### src/rtl/async_fifo_pkg.sv
// Shared types for the async_fifo read-side stream adapter.
// Buffer occupancy is encoded directly as the state so it can drive `level` unchanged.
// DSIZE_DEF is the default data width, matching the async_fifo default.
package async_fifo_pkg;

  localparam int DSIZE_DEF = 8;

  typedef enum logic [1:0] {
    ST_EMPTY = 2'd0,
    ST_ONE   = 2'd1,
    ST_TWO   = 2'd2
  } cnt_state_e;

endpackage

### src/rtl/fifo_rd_stream_if.sv
// FIFO read port plus downstream valid/ready stream, seen from the adapter.
// master: the adapter (pops the FIFO, drives the stream).
// slave: the FIFO model / consumer side.
interface fifo_rd_stream_if #(
  parameter int DSIZE = 8
);

  logic [DSIZE-1:0] rdata;
  logic             rempty;
  logic             rinc;
  logic [DSIZE-1:0] m_data;
  logic             m_valid;
  logic             m_ready;

  modport master (
    input  rdata, rempty, m_ready,
    output rinc, m_data, m_valid
  );

  modport slave (
    output rdata, rempty, m_ready,
    input  rinc, m_data, m_valid
  );

endinterface

### src/rtl/fifo_skid2.sv
// Two-entry head/skid buffer: head register drives the stream, skid holds the second word.
// Latency: a pushed word reaches the head one cycle later if the head is free or being popped.
// Backpressure: the caller must not push in ST_TWO; head/valid hold while valid & ~ready.
module fifo_skid2
  import async_fifo_pkg::*;
#(
  parameter int DSIZE = DSIZE_DEF
) (
  input  logic             clk_i,
  input  logic             rst_i,
  input  logic             flush_i,
  input  logic             push_i,
  input  logic [DSIZE-1:0] push_dat_i,
  input  logic             ready_i,
  output logic [DSIZE-1:0] head_o,
  output logic             valid_o,
  output cnt_state_e       state_o
);

  cnt_state_e       state_q;
  logic [DSIZE-1:0] head_q;
  logic [DSIZE-1:0] skid_q;
  logic             valid_q;
  logic             pop;

  assign pop     = valid_q & ready_i;
  assign head_o  = head_q;
  assign valid_o = valid_q;
  assign state_o = state_q;

  // Occupancy FSM; head/skid move so that the oldest word is always in the head.
  always_ff @(posedge clk_i) begin
    if (rst_i) begin
      state_q <= ST_EMPTY;
      head_q  <= '0;
      skid_q  <= '0;
      valid_q <= 1'b0;
    end else if (flush_i) begin
      state_q <= ST_EMPTY;
      valid_q <= 1'b0;
    end else begin
      case (state_q)
        ST_EMPTY: begin
          if (push_i) begin
            head_q  <= push_dat_i;
            valid_q <= 1'b1;
            state_q <= ST_ONE;
          end
        end
        ST_ONE: begin
          if (push_i && !pop) begin
            skid_q  <= push_dat_i;
            state_q <= ST_TWO;
          end else if (!push_i && pop) begin
            valid_q <= 1'b0;
            state_q <= ST_EMPTY;
          end else if (push_i && pop) begin
            // Head leaves this cycle, so the new word bypasses the skid.
            head_q <= push_dat_i;
          end
        end
        ST_TWO: begin
          if (pop) begin
            head_q  <= skid_q;
            state_q <= ST_ONE;
          end
        end
        default: begin
          state_q <= ST_EMPTY;
          valid_q <= 1'b0;
        end
      endcase
    end
  end

endmodule

### src/rtl/fifo_rd_stream.sv
// Read-side consumer for async_fifo: pops rdata into a 2-entry buffer, presents a registered stream.
// Latency: 1 cycle from rdata (rempty=0) to m_valid when the head is free; 1 word/cycle sustained.
// Backpressure: rinc uses only registered occupancy, never m_ready. Stats ports need FIFO_RD_STATS_EN.
module fifo_rd_stream
  import async_fifo_pkg::*;
#(
  parameter int DSIZE = DSIZE_DEF,
  parameter int CNTW  = 32
) (
  input  logic            rclk,
  input  logic            rrst,
  input  logic            flush,
  fifo_rd_stream_if.master bus,
  output logic [1:0]      level,
  output logic [CNTW-1:0] words_out,
  output logic [CNTW-1:0] stall_cyc
);

  cnt_state_e cnt;

  // Pop only when a slot is guaranteed free at the next edge, independent of m_ready.
  assign bus.rinc = ~bus.rempty & ~flush & ~rrst & (cnt != ST_TWO);
  assign level    = cnt;

  fifo_skid2 #(.DSIZE(DSIZE)) u_skid (
    .clk_i      (rclk),
    .rst_i      (rrst),
    .flush_i    (flush),
    .push_i     (bus.rinc),
    .push_dat_i (bus.rdata),
    .ready_i    (bus.m_ready),
    .head_o     (bus.m_data),
    .valid_o    (bus.m_valid),
    .state_o    (cnt)
  );

`ifdef FIFO_RD_STATS_EN
  logic [CNTW-1:0] words_q, words_d;
  logic [CNTW-1:0] stall_q, stall_d;

  // Saturating next-state for both counters; a transfer during flush still counts.
  always_comb begin
    words_d = words_q;
    stall_d = stall_q;
    if (bus.m_valid && bus.m_ready && (words_q != '1)) words_d = words_q + 1'b1;
    if (bus.m_valid && !bus.m_ready && (stall_q != '1)) stall_d = stall_q + 1'b1;
  end

  // Counter registers.
  always_ff @(posedge rclk) begin
    if (rrst) begin
      words_q <= '0;
      stall_q <= '0;
    end else begin
      words_q <= words_d;
      stall_q <= stall_d;
    end
  end

  assign words_out = words_q;
  assign stall_cyc = stall_q;
`else
  assign words_out = '0;
  assign stall_cyc = '0;
`endif

endmodule
### src/flat_wrapper.sv
// flat-port wrapper written by rule: the top's interface ports become plain ports
module fifo_rd_stream_flat import async_fifo_pkg::*;
#(
  parameter int DSIZE = DSIZE_DEF,
  parameter int CNTW  = 32
)
  (rclk, rrst, flush, level, words_out, stall_cyc, bus_rdata, bus_rempty, bus_m_ready, bus_rinc, bus_m_data, bus_m_valid);
  fifo_rd_stream_if #(.DSIZE(DSIZE)) bus_i ();
  input  logic rclk;
  input  logic rrst;
  input  logic flush;
  output logic [1:0] level;
  output logic [CNTW-1:0] words_out;
  output logic [CNTW-1:0] stall_cyc;
  input wire logic [$bits(bus_i.rdata)-1:0] bus_rdata;
  input wire logic [$bits(bus_i.rempty)-1:0] bus_rempty;
  input wire logic [$bits(bus_i.m_ready)-1:0] bus_m_ready;
  output wire logic [$bits(bus_i.rinc)-1:0] bus_rinc;
  output wire logic [$bits(bus_i.m_data)-1:0] bus_m_data;
  output wire logic [$bits(bus_i.m_valid)-1:0] bus_m_valid;
  assign bus_i.rdata = bus_rdata;
  assign bus_i.rempty = bus_rempty;
  assign bus_i.m_ready = bus_m_ready;
  assign bus_rinc = bus_i.rinc;
  assign bus_m_data = bus_i.m_data;
  assign bus_m_valid = bus_i.m_valid;
  fifo_rd_stream #(.DSIZE(DSIZE), .CNTW(CNTW)) u_core (.rclk(rclk), .rrst(rrst), .flush(flush), .bus(bus_i), .level(level), .words_out(words_out), .stall_cyc(stall_cyc));
endmodule
### config.mk
export PLATFORM = sky130hd
export DESIGN_NAME = fifo_rd_stream_flat
export DESIGN_NICKNAME = d
export VERILOG_FILES = /design/src/rtl/async_fifo_pkg.sv /design/src/rtl/fifo_rd_stream_if.sv /design/src/rtl/fifo_skid2.sv /design/src/rtl/fifo_rd_stream.sv /design/src/flat_wrapper.sv
export SDC_FILE = /design/constraint.sdc
export NUM_CORES = 1
export LEC_CHECK = 0
export BUFFER_PORTS_ARGS = -buffer_cell sky130_fd_sc_hd__buf_2
export CAP_MARGIN = 30
export CORE_MARGIN = 8
export CORE_UTILIZATION = 38
export DETAILED_ROUTE_END_ITERATION = 7
export GPL_TIMING_DRIVEN = 0
export PLACE_DENSITY = 0.83
export SYNTH_ARGS = -nofsm -noshare
export SYNTH_HDL_FRONTEND = slang
export SYNTH_HIERARCHICAL = 1
export SYNTH_SLANG_ARGS = --single-unit
### constraint.sdc
create_clock -name rclk -period 2.17 [get_ports rclk]
set_input_delay 0.434 -clock rclk [delete_from_list [all_inputs] [get_ports rclk]]
set_output_delay 0.434 -clock rclk [all_outputs]
set_load 0.02 [all_outputs]
# ---- Yosys cells after proc, flatten, opt, wreduce, memory -nomap -nowiden
# Cells that the tools add are included.
dict set report word_totals {
  regBits 19
  inputBits 13
  output_inout_bits 76
  wordCells 49
}
dict set report op_classes {
  eq_ne 10
  mux 15
  n_bitwise 8
  n_reduce_logical 12
}
# cell count
set ops {}
lappend ops {{8-bit two-way mux} 5}
lappend ops {{8-bit one-hot mux with 3 select lines} 1}
lappend ops {{2-bit inequality test (second input constant)} 7}
lappend ops {{2-bit two-way mux} 4}
lappend ops {{7-bit AND reduction} 1}
lappend ops {{2-bit one-hot mux with 3 select lines} 1}
lappend ops {{3-bit AND reduction} 2}
lappend ops {{1-bit AND} 4}
lappend ops {{1-bit inverter} 4}
lappend ops {{4-bit AND reduction} 1}
lappend ops {{1-bit logical AND} 3}
lappend ops {{1-bit two-way mux} 3}
lappend ops {{3-bit inequality test (second input constant)} 1}
lappend ops {{1-bit one-hot mux with 3 select lines} 1}
lappend ops {{3-bit nonzero test} 1}
lappend ops {{2-bit by 1-bit == test with 1-bit output (second input constant)} 1}
lappend ops {{2-bit == test (second input constant)} 1}
lappend ops {{1-bit zero test} 2}
lappend ops {{2-bit zero test} 1}
lappend ops {{2-bit OR reduction} 1}

# ---- Longest topological paths before layout
dict set report depth {
  word_depth 9
  mapped_depth 7
  depth_no_buf 6
}

# ---- Cells and area by module
# The synthesis kept the hierarchy.
# module instances cells_per_inst area_per_inst_um2 seq_area_each_um2
set by_module_without_submodules {}
lappend by_module_without_submodules {fifo_skid2 1 83 849.6 380.4}
lappend by_module_without_submodules {fifo_rd_stream 1 67 503.0 0.0}

# ---- Least setup slack after synthesis
# Ideal clock, no wire load.
dict set report synth_path {
  kind {reg-to-reg}
  start {reg u_core.u_skid.state_q[0] (netlist: u_core/u_skid/state_o[0])}
  end {reg u_core.u_skid.head_q[4] (netlist: u_core/u_skid/head_o[4])}
  setup_time_ns 0.079
  arrival_ns 2.550
  required_ns 2.091
  path_slack_ns -0.460
  path_stages_with_launch 8
  synth_period_minus_slack_ns 2.630
  cell_sequence {dfxtp_1 -> inv_1 -> a2111oi_2 -> or3b_4 -> a31oi_4 -> buf_6 -> nor2_1 -> a211oi_2}
}
dict set report synth_between {
  elab_chain_cells 6
  elab_cells_between_ends 17
  cone_classes {8 x eq/ne; 1 x mux; 1 x bitwise; 7 x reduce/logical}
}
# item line
set synth_rtl {}
lappend synth_rtl {{start, declared} fifo_skid2.sv:20} ;# cnt_state_e state_q;
lappend synth_rtl {{start signal, assigned} fifo_skid2.sv:34} ;# state_q <= ST_EMPTY;
lappend synth_rtl {{start signal, assigned} fifo_skid2.sv:39} ;# state_q <= ST_EMPTY;
lappend synth_rtl {{start signal, assigned} fifo_skid2.sv:47} ;# state_q <= ST_ONE;
lappend synth_rtl {{2-bit inequality test *} fifo_rd_stream.sv:22} ;# assign bus.rinc = ~bus.rempty & ~flush & ~rrst & (cnt != ST_TWO);
lappend synth_rtl {{1-bit AND *} fifo_rd_stream.sv:22}
lappend synth_rtl {{named net bus_rinc} flat_wrapper.sv:18} ;# output wire logic [$bits(bus_i.rinc)-1:0] bus_rinc;
lappend synth_rtl {{1-bit zero test} fifo_skid2.sv:54} ;# end else if (!push_i && pop) begin
lappend synth_rtl {{1-bit logical AND} fifo_skid2.sv:54}
lappend synth_rtl {{2-bit inequality test (no line)} -}
lappend synth_rtl {{7-bit AND reduction (no line) *} -}
lappend synth_rtl {{end signal, assigned} fifo_skid2.sv:45} ;# head_q <= push_dat_i;
lappend synth_rtl {{end signal, assigned} fifo_skid2.sv:59} ;# head_q <= push_dat_i;
lappend synth_rtl {{end signal, assigned} fifo_skid2.sv:64} ;# head_q <= skid_q;
lappend synth_rtl {{end, declared} fifo_skid2.sv:21} ;# logic [DSIZE-1:0] head_q;
# The timed path passes the listed nets; every way through them passes the cells marked *.
# A chain may end at the register's enable or synchronous reset.

# ---- Final worst setup path
dict set report layout_path {
  start {reg u_core.u_skid.state_q[0] (netlist: u_core/u_skid/state_o[0])}
  end {reg u_core.u_skid.head_q[5] (netlist: u_core/u_skid/head_o[5])}
}
dict set report layout_between {
  elab_chain_cells 6
  elab_cells_between_ends 17
  cone_classes {8 x eq/ne; 1 x mux; 1 x bitwise; 7 x reduce/logical}
}
# item line
set layout_rtl {}
lappend layout_rtl {{2-bit inequality test} fifo_rd_stream.sv:22}
lappend layout_rtl {{1-bit AND} fifo_rd_stream.sv:22}
lappend layout_rtl {{1-bit zero test} fifo_skid2.sv:54}
lappend layout_rtl {{1-bit logical AND} fifo_skid2.sv:54}
lappend layout_rtl {{2-bit inequality test (no line)} -}
lappend layout_rtl {{7-bit AND reduction (no line)} -}
# Parallel ways exist; a longest one is shown, timed or not.

==> impl_metrics.tcl <==
set metrics [dict create \
    critPathCaptureType "flip-flop" \
    die_h_um 75.66 \
    leakagePower_nw 1.084 \
    syn_area_um2 1353 \
    drive_above_1_share 0.4256 \
    grt_pass1_vias 902 \
    setup_viol 0 \
    vias 1048 \
    synth-edff-count 0 \
    final_nets 256 \
    final.min_clock_period_ps 2031 \
    hold_viol 0 \
    wire_per_inst_um 10.08 \
    clockBufferDepth 2 \
    coreArea_um2 3390 \
    fin_crit_sh 0.9361 \
    clk-insertion-delay-late_ps 300 \
    async_flop_share 0 \
    yosysSeqAreaShare 0.2812 \
    finalClockSkew_ps 4.313 \
    grt_pass1_wl_um 4071 \
    post_drt_via_cell_ratio 3.639 \
    drv_slew 0 \
    cts_tree "done" \
    row_count 21 \
    grt_max_degree 13 \
    cts.htree.levels 1 \
    syn2layout_area_growth_pct 34.60 \
    finish.utilization 0.5371 \
    yosys_most_used_dff "dfxtp_1" \
    drtAntennaViolNets 0 \
    pin_count 89 \
    r2r_start "u_core/u_skid/state_o[0]" \
    rsz0062_at_grt "false" \
    syn_avg_cell_area_um2 9.017 \
    worstPathMaxFanout 10 \
    fin_area_um2 1821 \
    firstDrtPassIters 4 \
    required_ps 2410 \
    max_freq_ghz 0.4923 \
    maxCapViolCount 0 \
    placed_cell_area_um2 1784 \
    die_width_um 75.66 \
    ys_ff_latch 19 \
    synth_top_area_cell "buf_4" \
    grt-ovfl-total 0 \
    track_usage 0.09061 \
    synth_mux_area_frac 0.1184 \
    r2r_setup_slack_ps 140 \
    critPathArrivalTime_ps 2270 \
    gp_congestion 0.7772 \
    synth.top_cell.area_share 0.3552 \
    synth.distinct_cells 27 \
    synth-simple-area-share 0.1055 \
    routed_wl_um 2904 \
    drt_iter0_markers 10 \
    start_kind "flip-flop" \
    critPathKind "reg -> reg" \
    n_antenna_cell 0 \
    powerDensity_nw_per_um2 447.7 \
    syn-instance-count 150 \
    hold_class "in -> reg" \
    start_util 0.3990 \
    nFillCells 340 \
    synth_adder_area_share 0 \
    portBuffers 24 \
    cts_root_buffer "clkbuf_4" \
    synth_most_common_cell "buf_4" \
    dp_hpwl_um 2481 \
    clock-sinks 19 \
    outcome "finished, final reports clean" \
    clk_pin_slew_ps 120 \
    synth_commonest_cells "64 x buf_4, 19 x dfxtp_1, 17 x nor2_1" \
    hold_path_startpoint "bus_rdata[1]" \
    synthTopCellsByArea "buf_4 36%, dfxtp_1 28%, mux2i_1 12%, nor2_1 4.7%, a211oi_1 3.3%" \
    synth_compound_area_frac 0.1101 \
    yosys_warnings 6 \
    ir_drop_uv 394.0 \
    drc 0 \
    cts_buffers 3 \
    die_area_um2 5724 \
    whs_ps 367.5 \
    synth_top_family_by_area "buffers and inverters" \
    antenna_found_initial 0 \
    synth_xor_area_frac 0 \
    crit_path_start "u_core/u_skid/state_o[0]" \
]
-- worst paths after layout --
check                            end  cells after the start
min reg2reg  u_core/u_skid/head_o[6]                      2
min          u_core/u_skid/skid_q[1]                      3
max          u_core/u_skid/head_o[5]                      7
max reg2reg  u_core/u_skid/head_o[5]                      7
-- sequential cells by signal (all words and copies together) (netlist names) --
| signal | flops |
|---|---|
| u_core/u_skid/state_o | 2 |
| u_core/u_skid/valid_o | 1 |
| u_core/u_skid/head_o | 8 |
| u_core/u_skid/skid_q | 8 |
-- power by group --
| part | leakage (nW) | internal, mW | switching (mW) |
|---|---|---|---|
| combinational | 0.911 | 0.108 | 0.158 |
| clock | 0.0183 | 0.0714 | 0.119 |
| sequential | 0.155 | 0.355 | 0.00464 |
| total | 1.08 | 0.534 | 0.282 |
-- cell type report --
type | count | area (um2) | area share
inverter | 2 | 7.507 | 0.004124
sequential | 19 | 385.4 | 0.2117
clock buffer | 3 | 22.52 | 0.01237
timing repair buffer | 25 | 127.6 | 0.07010
buffer | 69 | 509.2 | 0.2797
multi-input combinational | 123 | 704.4 | 0.3869
clock inverter | 1 | 6.256 | 0.003436
tap | 46 | 57.56 | 0.03162
-- worst max-delay path, cell delays in order, from the launching register on --
cell and delay (ps):
dfxtp_4 400, inv_1 70, a2111oi_4 350, or3b_4 440, a31oi_4 280, buf_6 190, nor2_1 60, a211oi_2 170
-- through the flow --
| step | instances | power (mW) | TNS, ps | setup slack [ps] |
|---|---|---|---|---|
| detailed placement | 283 | 0.6239 | -130.5 | -67.80 |
| global route | 288 | 0.8675 | 0 | 30.81 |
| global placement | 283 | 0.6227 | -125.0 | -64.74 |
| floorplan | 213 | 0.5922 | 0 | 9.038 |
| CTS | 287 | 0.8212 | 0 | 46.76 |
| finish | 288 | 0.8150 | 0 | 138.6 |
-- placed cells by master (no fill, tap or decap), drive strengths merged --
cell type and n:
buf 92, nor2 17, a211oi 8, nand3 1, nand3b 1, a21boi 1
dfxtp 19, a21o 1, o32a 1, inv 3, mux2i 16, nor3 1
clkbuf 5, conb 64, and2b 1, nor2b 1, nand2 1, a311oi 1
or3b 1, nand2b 1, nand4b 3, a2111oi 2, a31oi 1
-- per-layer routing --
layer / routed length, um / vias to the layer above / global-route usage
li1: - / 560 / -
met1: 1034 / 433 / 0.08904
met2: 1409 / 55 / 0.1640
met3: 461 / 0 / 0.04868
met4: 0 / 0 / 0.01919
met5: 0 / - / 0
-- repair_timing --
action	CTS	global route
setup endpoints to repair	0	2
setup buffers	0	1
hold endpoints to repair	0	0
hold buffers	0	0
gates resized for setup	0	0
-- logic make-up after synthesis --
family | after synthesis
flops | 19
simple gates | 28
compound gates | 15
buf+inv | 71
other cells | 1
mux | 16
Power figures use the tool's default switching activity.
